===== src/rtl/ps2_key_decoder_pkg.sv =====
// Package for the PS/2 key decoder: scan-code constants, frame FSM states,
// the key-pulse bundle and the scan-code to key mapping.
package ps2_key_decoder_pkg;

    localparam logic [7:0] SC_W     = 8'h1D;
    localparam logic [7:0] SC_A     = 8'h1C;
    localparam logic [7:0] SC_S     = 8'h1B;
    localparam logic [7:0] SC_D     = 8'h23;
    localparam logic [7:0] SC_ENTER = 8'h5A;
    localparam logic [7:0] SC_SPACE = 8'h29;
    localparam logic [7:0] SC_UP    = 8'h75;
    localparam logic [7:0] SC_DOWN  = 8'h72;
    localparam logic [7:0] SC_LEFT  = 8'h6B;
    localparam logic [7:0] SC_RIGHT = 8'h74;
    localparam logic [7:0] SC_EXT   = 8'hE0;
    localparam logic [7:0] SC_BRK   = 8'hF0;

    typedef enum logic [1:0] {
        StIdle,
        StData,
        StParity,
        StStop
    } frame_state_e;

    typedef struct packed {
        logic up;
        logic down;
        logic left;
        logic right;
        logic enter;
        logic space;
    } keys_t;

    // Map a make code to a key; ext selects the E0-prefixed table. Enter is in both.
    function automatic keys_t decode_key(input logic [7:0] code, input logic ext);
        keys_t k;
        k = '0;
        if (ext) begin
            case (code)
                SC_UP:    k.up    = 1'b1;
                SC_DOWN:  k.down  = 1'b1;
                SC_LEFT:  k.left  = 1'b1;
                SC_RIGHT: k.right = 1'b1;
                SC_ENTER: k.enter = 1'b1;
                default:  k       = '0;
            endcase
        end else begin
            case (code)
                SC_W:     k.up    = 1'b1;
                SC_S:     k.down  = 1'b1;
                SC_A:     k.left  = 1'b1;
                SC_D:     k.right = 1'b1;
                SC_ENTER: k.enter = 1'b1;
                SC_SPACE: k.space = 1'b1;
                default:  k       = '0;
            endcase
        end
        return k;
    endfunction

endpackage


===== src/rtl/ps2_key_decoder_clk_filter.sv =====
// PS/2 input conditioning: 2-FF synchronisers on clock and data, a stability
// filter on the clock and falling-edge detection of the filtered clock.
// Ports:
//   clk_i, rst_ni   system clock, async active-low reset
//   ps2_clk_i       raw PS/2 clock pin
//   ps2_data_i      raw PS/2 data pin
//   clk_filt_o      filtered PS/2 clock level
//   data_sync_o     synchronised PS/2 data
//   fe_o            1-cycle pulse on each filtered falling edge
module ps2_key_decoder_clk_filter #(
    parameter int unsigned FilterLen = 8
) (
    input  logic clk_i,
    input  logic rst_ni,
    input  logic ps2_clk_i,
    input  logic ps2_data_i,
    output logic clk_filt_o,
    output logic data_sync_o,
    output logic fe_o
);

    localparam int unsigned CntW = (FilterLen > 1) ? $clog2(FilterLen) : 1;
    localparam logic [CntW-1:0] CntMax = CntW'(FilterLen - 1);

    logic [1:0]      clk_sync_q, data_sync_q;
    logic            filt_q, filt_d;
    logic [CntW-1:0] cnt_q, cnt_d;
    logic            fe_q, fe_d;

    always_ff @(posedge clk_i or negedge rst_ni) begin
        if (!rst_ni) begin
            clk_sync_q  <= 2'b11;
            data_sync_q <= 2'b11;
            filt_q      <= 1'b1;
            cnt_q       <= '0;
            fe_q        <= 1'b0;
        end else begin
            clk_sync_q  <= {clk_sync_q[0], ps2_clk_i};
            data_sync_q <= {data_sync_q[0], ps2_data_i};
            filt_q      <= filt_d;
            cnt_q       <= cnt_d;
            fe_q        <= fe_d;
        end
    end

    // The filtered level flips on the FilterLen-th consecutive differing sample;
    // any sample equal to the current level restarts the count.
    always_comb begin
        filt_d = filt_q;
        cnt_d  = '0;
        fe_d   = 1'b0;
        if (clk_sync_q[1] != filt_q) begin
            if (cnt_q == CntMax) begin
                filt_d = clk_sync_q[1];
                fe_d   = filt_q;
            end else begin
                cnt_d = cnt_q + 1'b1;
            end
        end
    end

    assign clk_filt_o  = filt_q;
    assign data_sync_o = data_sync_q[1];
    assign fe_o        = fe_q;

endmodule


===== src/rtl/ps2_key_decoder.sv =====
// PS/2 keyboard frame receiver and scan-code decoder producing 1-cycle key pulses.
// Ports:
//   clk_i, rst_ni                    system clock, async active-low reset
//   ps2_clk_i, ps2_data_i            raw PS/2 pins
//   up_o .. space_o                  1-cycle key pulses
//   key_valid_o                      1-cycle pulse per accepted byte
//   scan_code_o                      last accepted byte
//   frame_err_o                      1-cycle pulse on parity/stop error or timeout
module ps2_key_decoder
    import ps2_key_decoder_pkg::*;
#(
    parameter int unsigned FilterLen     = 8,
    parameter int unsigned TimeoutCycles = 200000
) (
    input  logic       clk_i,
    input  logic       rst_ni,
    input  logic       ps2_clk_i,
    input  logic       ps2_data_i,
    output logic       up_o,
    output logic       down_o,
    output logic       left_o,
    output logic       right_o,
    output logic       enter_o,
    output logic       space_o,
    output logic       key_valid_o,
    output logic [7:0] scan_code_o,
    output logic       frame_err_o
);

    localparam int unsigned TmoW = $clog2(TimeoutCycles + 1);
    localparam logic [TmoW-1:0] TmoLast = TmoW'(TimeoutCycles - 1);

    logic clk_filt, data_s, fe;

    ps2_key_decoder_clk_filter #(
        .FilterLen(FilterLen)
    ) u_clk_filter (
        .clk_i      (clk_i),
        .rst_ni     (rst_ni),
        .ps2_clk_i  (ps2_clk_i),
        .ps2_data_i (ps2_data_i),
        .clk_filt_o (clk_filt),
        .data_sync_o(data_s),
        .fe_o       (fe)
    );

    frame_state_e    state_q, state_d;
    logic [2:0]      cnt_q, cnt_d;
    logic [7:0]      shift_q, shift_d;
    logic            parity_q, parity_d;
    logic [TmoW-1:0] tmo_q, tmo_d;
    logic            brk_q, brk_d, ext_q, ext_d;
    keys_t           keys_q, keys_d;
    logic            key_valid_q, key_valid_d;
    logic [7:0]      scan_q, scan_d;
    logic            err_q, err_d;
    logic            tmo_hit, frame_ok, frame_bad;

    always_ff @(posedge clk_i or negedge rst_ni) begin
        if (!rst_ni) begin
            state_q     <= StIdle;
            cnt_q       <= '0;
            shift_q     <= '0;
            parity_q    <= 1'b0;
            tmo_q       <= '0;
            brk_q       <= 1'b0;
            ext_q       <= 1'b0;
            keys_q      <= '0;
            key_valid_q <= 1'b0;
            scan_q      <= '0;
            err_q       <= 1'b0;
        end else begin
            state_q     <= state_d;
            cnt_q       <= cnt_d;
            shift_q     <= shift_d;
            parity_q    <= parity_d;
            tmo_q       <= tmo_d;
            brk_q       <= brk_d;
            ext_q       <= ext_d;
            keys_q      <= keys_d;
            key_valid_q <= key_valid_d;
            scan_q      <= scan_d;
            err_q       <= err_d;
        end
    end

    // An edge arriving on the timeout cycle wins: the frame is still alive.
    assign tmo_hit   = (state_q != StIdle) && !fe && (tmo_q == TmoLast);
    assign frame_ok  = fe && (state_q == StStop) && data_s && (^{shift_q, parity_q});
    assign frame_bad = (fe && (state_q == StStop) && !frame_ok) || tmo_hit;

    // Next-state logic
    always_comb begin
        state_d = state_q;
        if (fe) begin
            unique case (state_q)
                StIdle:   if (!data_s) state_d = StData;
                StData:   if (cnt_q == 3'd7) state_d = StParity;
                StParity: state_d = StStop;
                StStop:   state_d = StIdle;
                default:  state_d = StIdle;
            endcase
        end
        if (tmo_hit) state_d = StIdle;
    end

    // Frame datapath and timeout counter
    always_comb begin
        cnt_d    = cnt_q;
        shift_d  = shift_q;
        parity_d = parity_q;
        tmo_d    = (fe || state_q == StIdle) ? '0 : tmo_q + 1'b1;
        if (fe) begin
            case (state_q)
                StIdle:   cnt_d = '0;
                StData: begin
                    shift_d = {data_s, shift_q[7:1]};
                    cnt_d   = cnt_q + 3'd1;
                end
                StParity: parity_d = data_s;
                default:  cnt_d = cnt_q;
            endcase
        end
    end

    // Outputs and prefix flags
    always_comb begin
        keys_d      = '0;
        key_valid_d = 1'b0;
        scan_d      = scan_q;
        err_d       = frame_bad;
        brk_d       = brk_q;
        ext_d       = ext_q;
        if (frame_bad) begin
            brk_d = 1'b0;
            ext_d = 1'b0;
        end else if (frame_ok) begin
            key_valid_d = 1'b1;
            scan_d      = shift_q;
            if (shift_q == SC_BRK) begin
                brk_d = 1'b1;
            end else if (shift_q == SC_EXT) begin
                ext_d = 1'b1;
            end else begin
                if (!brk_q) keys_d = decode_key(shift_q, ext_q);
                brk_d = 1'b0;
                ext_d = 1'b0;
            end
        end
    end

    assign up_o        = keys_q.up;
    assign down_o      = keys_q.down;
    assign left_o      = keys_q.left;
    assign right_o     = keys_q.right;
    assign enter_o     = keys_q.enter;
    assign space_o     = keys_q.space;
    assign key_valid_o = key_valid_q;
    assign scan_code_o = scan_q;
    assign frame_err_o = err_q;

    logic unused_filt;
    assign unused_filt = clk_filt;

endmodule


===== config.mk =====
export PLATFORM = sky130hd
export DESIGN_NAME = ps2_key_decoder
export DESIGN_NICKNAME = d
export VERILOG_FILES = /design/src/rtl/ps2_key_decoder_pkg.sv /design/src/rtl/ps2_key_decoder_clk_filter.sv /design/src/rtl/ps2_key_decoder.sv
export SDC_FILE = /design/constraint.sdc
export NUM_CORES = 1
export LEC_CHECK = 0
export CORE_MARGIN = 10
export CORE_UTILIZATION = 45
export CTS_CLUSTER_SIZE = 14
export DETAILED_ROUTE_END_ITERATION = 16
export GPL_ROUTABILITY_DRIVEN = 0
export SYNTH_ARGS = -nofsm -noshare
export SYNTH_HDL_FRONTEND = slang
export SYNTH_SLANG_ARGS = --single-unit

===== constraint.sdc =====
create_clock -name clk_i -period 2.7 [get_ports clk_i]
set_input_delay 0.54 -clock clk_i [delete_from_list [all_inputs] [get_ports clk_i]]
set_output_delay 0.54 -clock clk_i [all_outputs]
set_load 0.005 [all_outputs]

==> impl_metrics.json, run 1 <==
{
  "status": "completed",
  "dpl.hpwl_um": 3480,
  "stdcell_count": 344,
  "slew_headroom": 0.685,
  "antenna_found_initial": 0,
  "peakVddDrop_mv": 0.400,
  "tightest_slew_ns": 0.468,
  "post-route-util": 0.532,
  "path_clk_slew_ns": 0.07,
  "root_buffer": "clkbuf_8",
  "netlist_instances": 240,
  "power_density_mw_per_mm2": 612,
  "tritoncts": "yes",
  "cp_max_fo": 14,
  "vias": 1829,
  "nets": 277,
  "grt-ovfl-total": 0,
  "vias_per_cell": 5.32,
  "insertion_delay_ns": 0.33,
  "synth_edf_count": 0,
  "drc_errors": 0,
  "cap_violations": 0,
  "area_growth_syn_to_layout_pct": 15.4,
  "cts_buffers": 9,
  "hold_class": "in2async",
  "die_area_mm2": 0.00958,
  "drt_iter0_markers": 57,
  "synthArstFlopShare": 1.00,
  "grtUsageTotal": 0.107,
  "drv_slew": 0,
  "min_period_ns": 2.16,
  "synth_area_mm2": 0.00273,
  "p_leak_uw": 0.00147,
  "dp_cells": 328,
  "skew_ns": 0.00927,
  "cts_hold_buf": 0,
  "initial_core_util": 0.461,
  "fin_crit_sh": 0.800,
  "r2r_slack_ns": 0.54,
  "r2r-end": "enter_o$_DFF_PN0_",
  "cts_sinks": 59,
  "arrival_ns": 2.38,
  "r2r_cells": 6,
  "ys_types": 46,
  "drtAntennaViolNets": 0,
  "fp.dieW_um": 97.9,
  "diodes": 0,
  "path_class": "reg2reg",
  "routed_wl_um": 4930,
  "cp.required_ns": 2.92,
  "yosys_warnings": 0,
  "grt_first_pass_wirelength_um": 8560,
  "postSynthAreaPerCell_um2": 11.4,
  "post_cts_buffers": 0,
  "ctsHtreeMaxLevel": 3,
  "portBuffers": 19,
  "drive_gt1_frac": 0.167,
  "cts.repair.resized": 0,
  "synth_area_leaders": "dfrtp_1 (49%), mux2_2 (7.4%), dfstp_2 (4.8%)",
  "synth_nets": 253,
  "synth-seq-area-share": 0.543,
  "synth.top_cell.area_share": 0.495,
  "setup_viol": 0,
  "pin_count": 20,
  "rsz0062_at_grt": "false",
  "holdWs_ns": 0.140,
  "synth_top_cell_by_area": "dfrtp_1",
  "coreArea_mm2": 0.00592,
  "synth-main-ff-cell": "dfrtp_1",
  "fp.dieH_um": 97.9,
  "clk_path_buf_depth": 2,
  "grt_max_degree": 23,
  "r2r_start": "shift_q[6]$_DFFE_PN0P_",
  "worstSetupEndpointType": "flip-flop",
  "setup_tns_ns": 0,
  "drt_pass1_iterations": 4,
  "num_rows": 28,
  "grt_pass1_vias": 1866,
  "wl_per_cell_um": 14.3,
  "hold_violations": 0,
  "synth_seq_cells": 59,
  "fmax_mhz": 463,
  "power_uw": 1930,
  "critPathLaunchType": "flip-flop"
}
-- per-layer routing --
metal | part of all wire | vias to the layer above | wire length, um | GRT usage
met3 | 0.040 | 10 | 196 | 0.0289
li1 | - | 885 | - | -
met5 | 0 | - | 0 | 0
met4 | 0.021 | 0 | 104 | 0.0604
met2 | 0.48 | 24 | 2370 | 0.172
met1 | 0.46 | 910 | 2260 | 0.126
-- area by class of cell --
cell class	instances	area, um^2
Clock buffer	13	149
Clock inverter	3	15.0
Fill cell	538	2770
Tap cell	75	93.8
Multi-Input combinational cell	164	1170
Inverter	8	30.0
Sequential cell	59	1480
Timing Repair Buffer	22	208
-- power breakdown --
part	internal (uW)	switching [uW]	leakage, uW
Sequential	958	59.2	0.000794
Combinational	99.6	141	0.000589
Clock	354	318	0.0000872
Total	1410	518	0.00147
-- layout by cell type, fill, tap and decap left out, types with 4 or more instances in the layout --
cell type,instances
o21ai_0,7
nor3_1,6
nand2_1,16
inv_1,8
mux2_2,18
xor2_1,9
dfrtp_1,54
xnor2_1,10
nand4_1,7
nor2_1,26
or3_1,4
dfstp_2,5
ha_1,9
clkbuf_8,10
clkdlybuf4s50_1,18
nand3_1,10
nor2b_1,5
-- cell usage after synthesis (2+ instances only) --
cell and instances:
xor2_1 9, mux2_2 18, buf_2 3, or3_1 4, nand4_1 7, nor4_1 3
dfstp_2 5, nor2b_1 5, nand2_1 16, dfrtp_1 54, and3_1 2, or2_2 2
nand3_1 10, o21ai_0 7, a21oi_1 3, xnor2_1 10, inv_1 8, nor3_1 6
nor4b_1 2, ha_1 9, and4_1 2, nor2_1 26, clkbuf_1 4, a32o_1 2
nand3b_1 2
-- kinds of logic after synthesis --
group	share of synthesized area
AOI/OAI and AO/OA	0.0486
xor gates and xnor gates	0.0779
adders and majority gates	0.0412
buffers and inverters	0.0275
DFF	0.543
muxes	0.0793
and+or+nand+nor	0.182
-- sequential cells by signal, summed over array words and instances (netlist names), 2 cells and up --
signal                    cells
cnt_q                         3
u_clk_filter.data_sync_q      2
u_clk_filter.cnt_q            3
scan_code_o                   8
shift_q                       8
tmo_q                        18
u_clk_filter.clk_sync_q       2
state_q                       2
-- metrics by stage --
stage / area [um^2] / setup slack (ns)
after detailed placement: 2990 / 0.561
after CTS: 3150 / 0.547
final: 3150 / 0.541
after global placement: 2990 / 0.642
after floorplan: 2730 / 0.750
after global routing: 3150 / 0.429
-- how the worst max path moves through the flow --
stage | start | cells past startpoint | end
2_1_floorplan | state_q[0]$_DFFE_PN0P_ | 6 | ext_q$_DFFE_PN0P_
3_3_place_gp | shift_q[6]$_DFFE_PN0P_ | 6 | enter_o$_DFF_PN0_
3_5_place_dp | state_q[0]$_DFFE_PN0P_ | 6 | ext_q$_DFFE_PN0P_
4_1_cts | shift_q[6]$_DFFE_PN0P_ | 6 | enter_o$_DFF_PN0_
5_1_grt | shift_q[6]$_DFFE_PN0P_ | 6 | enter_o$_DFF_PN0_
6_report | shift_q[6]$_DFFE_PN0P_ | 6 | enter_o$_DFF_PN0_
-- critical path, cell delays in order, from the launching register on --
cell     delay [ns]
dfrtp_1        0.48
xnor2_1        0.25
xnor3_1        0.36
mux2i_2        0.16
buf_4          0.20
or2_2          0.33
nor4b_1        0.26
Power figures use the tool's default switching activity.
==> run 2, diff against run 1 <==
Settings changed: PLACE_DENSITY from default to 0.66.
Clock period 2.7 ns to 1.9 ns, I/O delays scaled along.
==> run 2 against run 1 <==
Against the previous run:
- die area is the same
- sequential power up 41%
- final cell count up 7.6%
- sequential share of layout area decreased by 4.4 points
- first-iteration DRC count rose by 46%
- critical path type unchanged
- highest routed layer unchanged
==> impl_metrics.json, run 2 (same netlist as run 1, synthesis figures left out) <==
{
  "status": "completed",
  "setup_slack_ns": 0.0409,
  "cts_sinks": 59,
  "final-seq-area_mm2": 0.00148,
  "grt_max_degree": 60,
  "arrival_ns": 2.07,
  "crit_chain": "xor2_1, xnor3_1, mux2i_2, buf_4, buf_6, mux2_4",
  "cp.required_ns": 2.11,
  "wl_per_cell_um": 13.8,
  "post-route-util": 0.587,
  "dpl.hpwl_um": 3420,
  "grtUsageTotal": 0.107,
  "antenna_found_initial": 0,
  "drive_gt1_frac": 0.281,
  "largest_reg_flops": 18,
  "top_register": "tmo_q",
  "root_buffer": "clkbuf_8",
  "fp.dieW_um": 97.9,
  "crit_start": "shift_q[3]$_DFFE_PN0P_",
  "crit_family": "XOR/XNOR gates",
  "slew_headroom": 0.757,
  "die_area_mm2": 0.00958,
  "routed_wl_um": 5100,
  "area_growth_syn_to_layout_pct": 27.4,
  "clk_path_buf_depth": 2,
  "num_rows": 28,
  "rsz0062_at_grt": "true",
  "cts_hold_buf": 0,
  "drtAntennaViolNets": 0,
  "r2r_start": "shift_q[3]$_DFFE_PN0P_",
  "cp_slowest_stage_delay_ns": 0.43,
  "cts_buffers": 9,
  "fin_crit_sh": 0.978,
  "coreArea_mm2": 0.00592,
  "peakVddDrop_mv": 0.549,
  "drc_errors": 0,
  "holdWs_ns": 0.0374,
  "multiInputGateArea_mm2": 0.00126,
  "mostFrequentLayoutCell": "dfrtp_1",
  "vias": 1936,
  "tightest_slew_ns": 0.363,
  "pin_count": 20,
  "grt_first_pass_wirelength_um": 8600,
  "tritoncts": "yes",
  "drt_iter0_markers": 83,
  "r2r-end": "scan_code_o[7]$_DFFE_PN0P_",
  "cp_max_fo": 6,
  "min_period_ns": 1.86,
  "initial_core_util": 0.461,
  "p_leak_uw": 0.00163,
  "final_cell_mix": "dfrtp_1 (54), buf_4 (26), nor2_1 (25)",
  "vias_per_cell": 5.23,
  "portBuffers": 19,
  "cap_violations": 0,
  "r2r_cells": 6,
  "hold_class": "in2async",
  "nFillCells": 490,
  "path_class": "reg2reg",
  "hold_violations": 0,
  "dpl_worst_slack_ns": -0.112,
  "drt_pass1_iterations": 4,
  "fp.dieH_um": 97.9,
  "ctsHtreeMaxLevel": 3,
  "setup_viol": 0,
  "diodes": 0,
  "cp.depth": 6,
  "fmax_mhz": 538,
  "r2r_slack_ns": 0.04,
  "nets": 303,
  "drv_slew": 0,
  "critPathBufInv": 2,
  "power_uw": 2990,
  "grt_pass1_vias": 1923,
  "power_density_mw_per_mm2": 859,
  "worstSetupEndpointType": "flip-flop",
  "endpoint": "scan_code_o[7]$_DFFE_PN0P_",
  "insertion_delay_ns": 0.33,
  "grt-ovfl-total": 0,
  "skew_ns": 0.00987,
  "critPathLaunchType": "flip-flop",
  "cpMaxStageDelayCell": "xnor3_1",
  "path_clk_slew_ns": 0.07
}
==> run 2: changes by cell type in the layout (fill, tap and decap cells not counted), sizes merged <==
cell,before,now
buf,4,30
clkinv,3,2
bufinv,0,1
==> run 2: what timing repair did <==
item	CTS	global route
resized for setup	3	16
buffers inserted	3	3
endpoints found under the setup margin	2	9
pin swaps	4	7
==> run 2: worst min-delay path by stage <==
stage,slack (ns),cells past startpoint,endpoint
floorplan,0.08,0,brk_q$_DFFE_PN0P_
global placement,0.35,0,u_clk_filter.data_sync_q[1]$_DFF_PN1_
detailed placement,0.35,0,u_clk_filter.data_sync_q[1]$_DFF_PN1_
CTS,0.05,2,enter_o$_DFF_PN0_
global route,0.06,2,left_o$_DFF_PN0_
finish,0.04,2,space_o$_DFF_PN0_
==> run 2: area by class of cell <==
| class | count | area share |
|---|---|---|
| multi-input combinational | 164 | 0.362 |
| sequential | 59 | 0.426 |
| timing repair buffer | 48 | 0.122 |
| clock inverter | 3 | 0.0115 |
| clock buffer | 13 | 0.0428 |
| inverter | 8 | 0.00863 |
| tap | 75 | 0.0270 |
==> run 2: metal layers <==
layer | share of wire | GRT usage
met1 | 0.47 | 0.124
met2 | 0.47 | 0.171
met3 | 0.047 | 0.0423
met4 | 0.019 | 0.0492
met5 | 0 | 0
==> run 2: worst register-to-register path: cells and delay by family, from the launching register on <==
family	cells	cell delay, ns
buffers and inverters	2	0.28
DFF	1	0.39
muxes	2	0.48
xor gates and xnor gates	2	0.59
==> run 2: power breakdown <==
part,switching [uW],total (uW),internal [uW]
clock network,471,1110,639
registers,75.0,1440,1360
logic,237,444,207
total,783,2990,2210
==> run 2: per-stage QoR <==
stage                     setup TNS, ns  area, um^2  cells
after floorplan                       0        2740    240
after global placement          -0.0260        3160    348
after detailed placement         -0.137        3160    348
after CTS                       -0.0920        3380    367
after global routing             -0.188        3480    370
final                                 0        3480    370
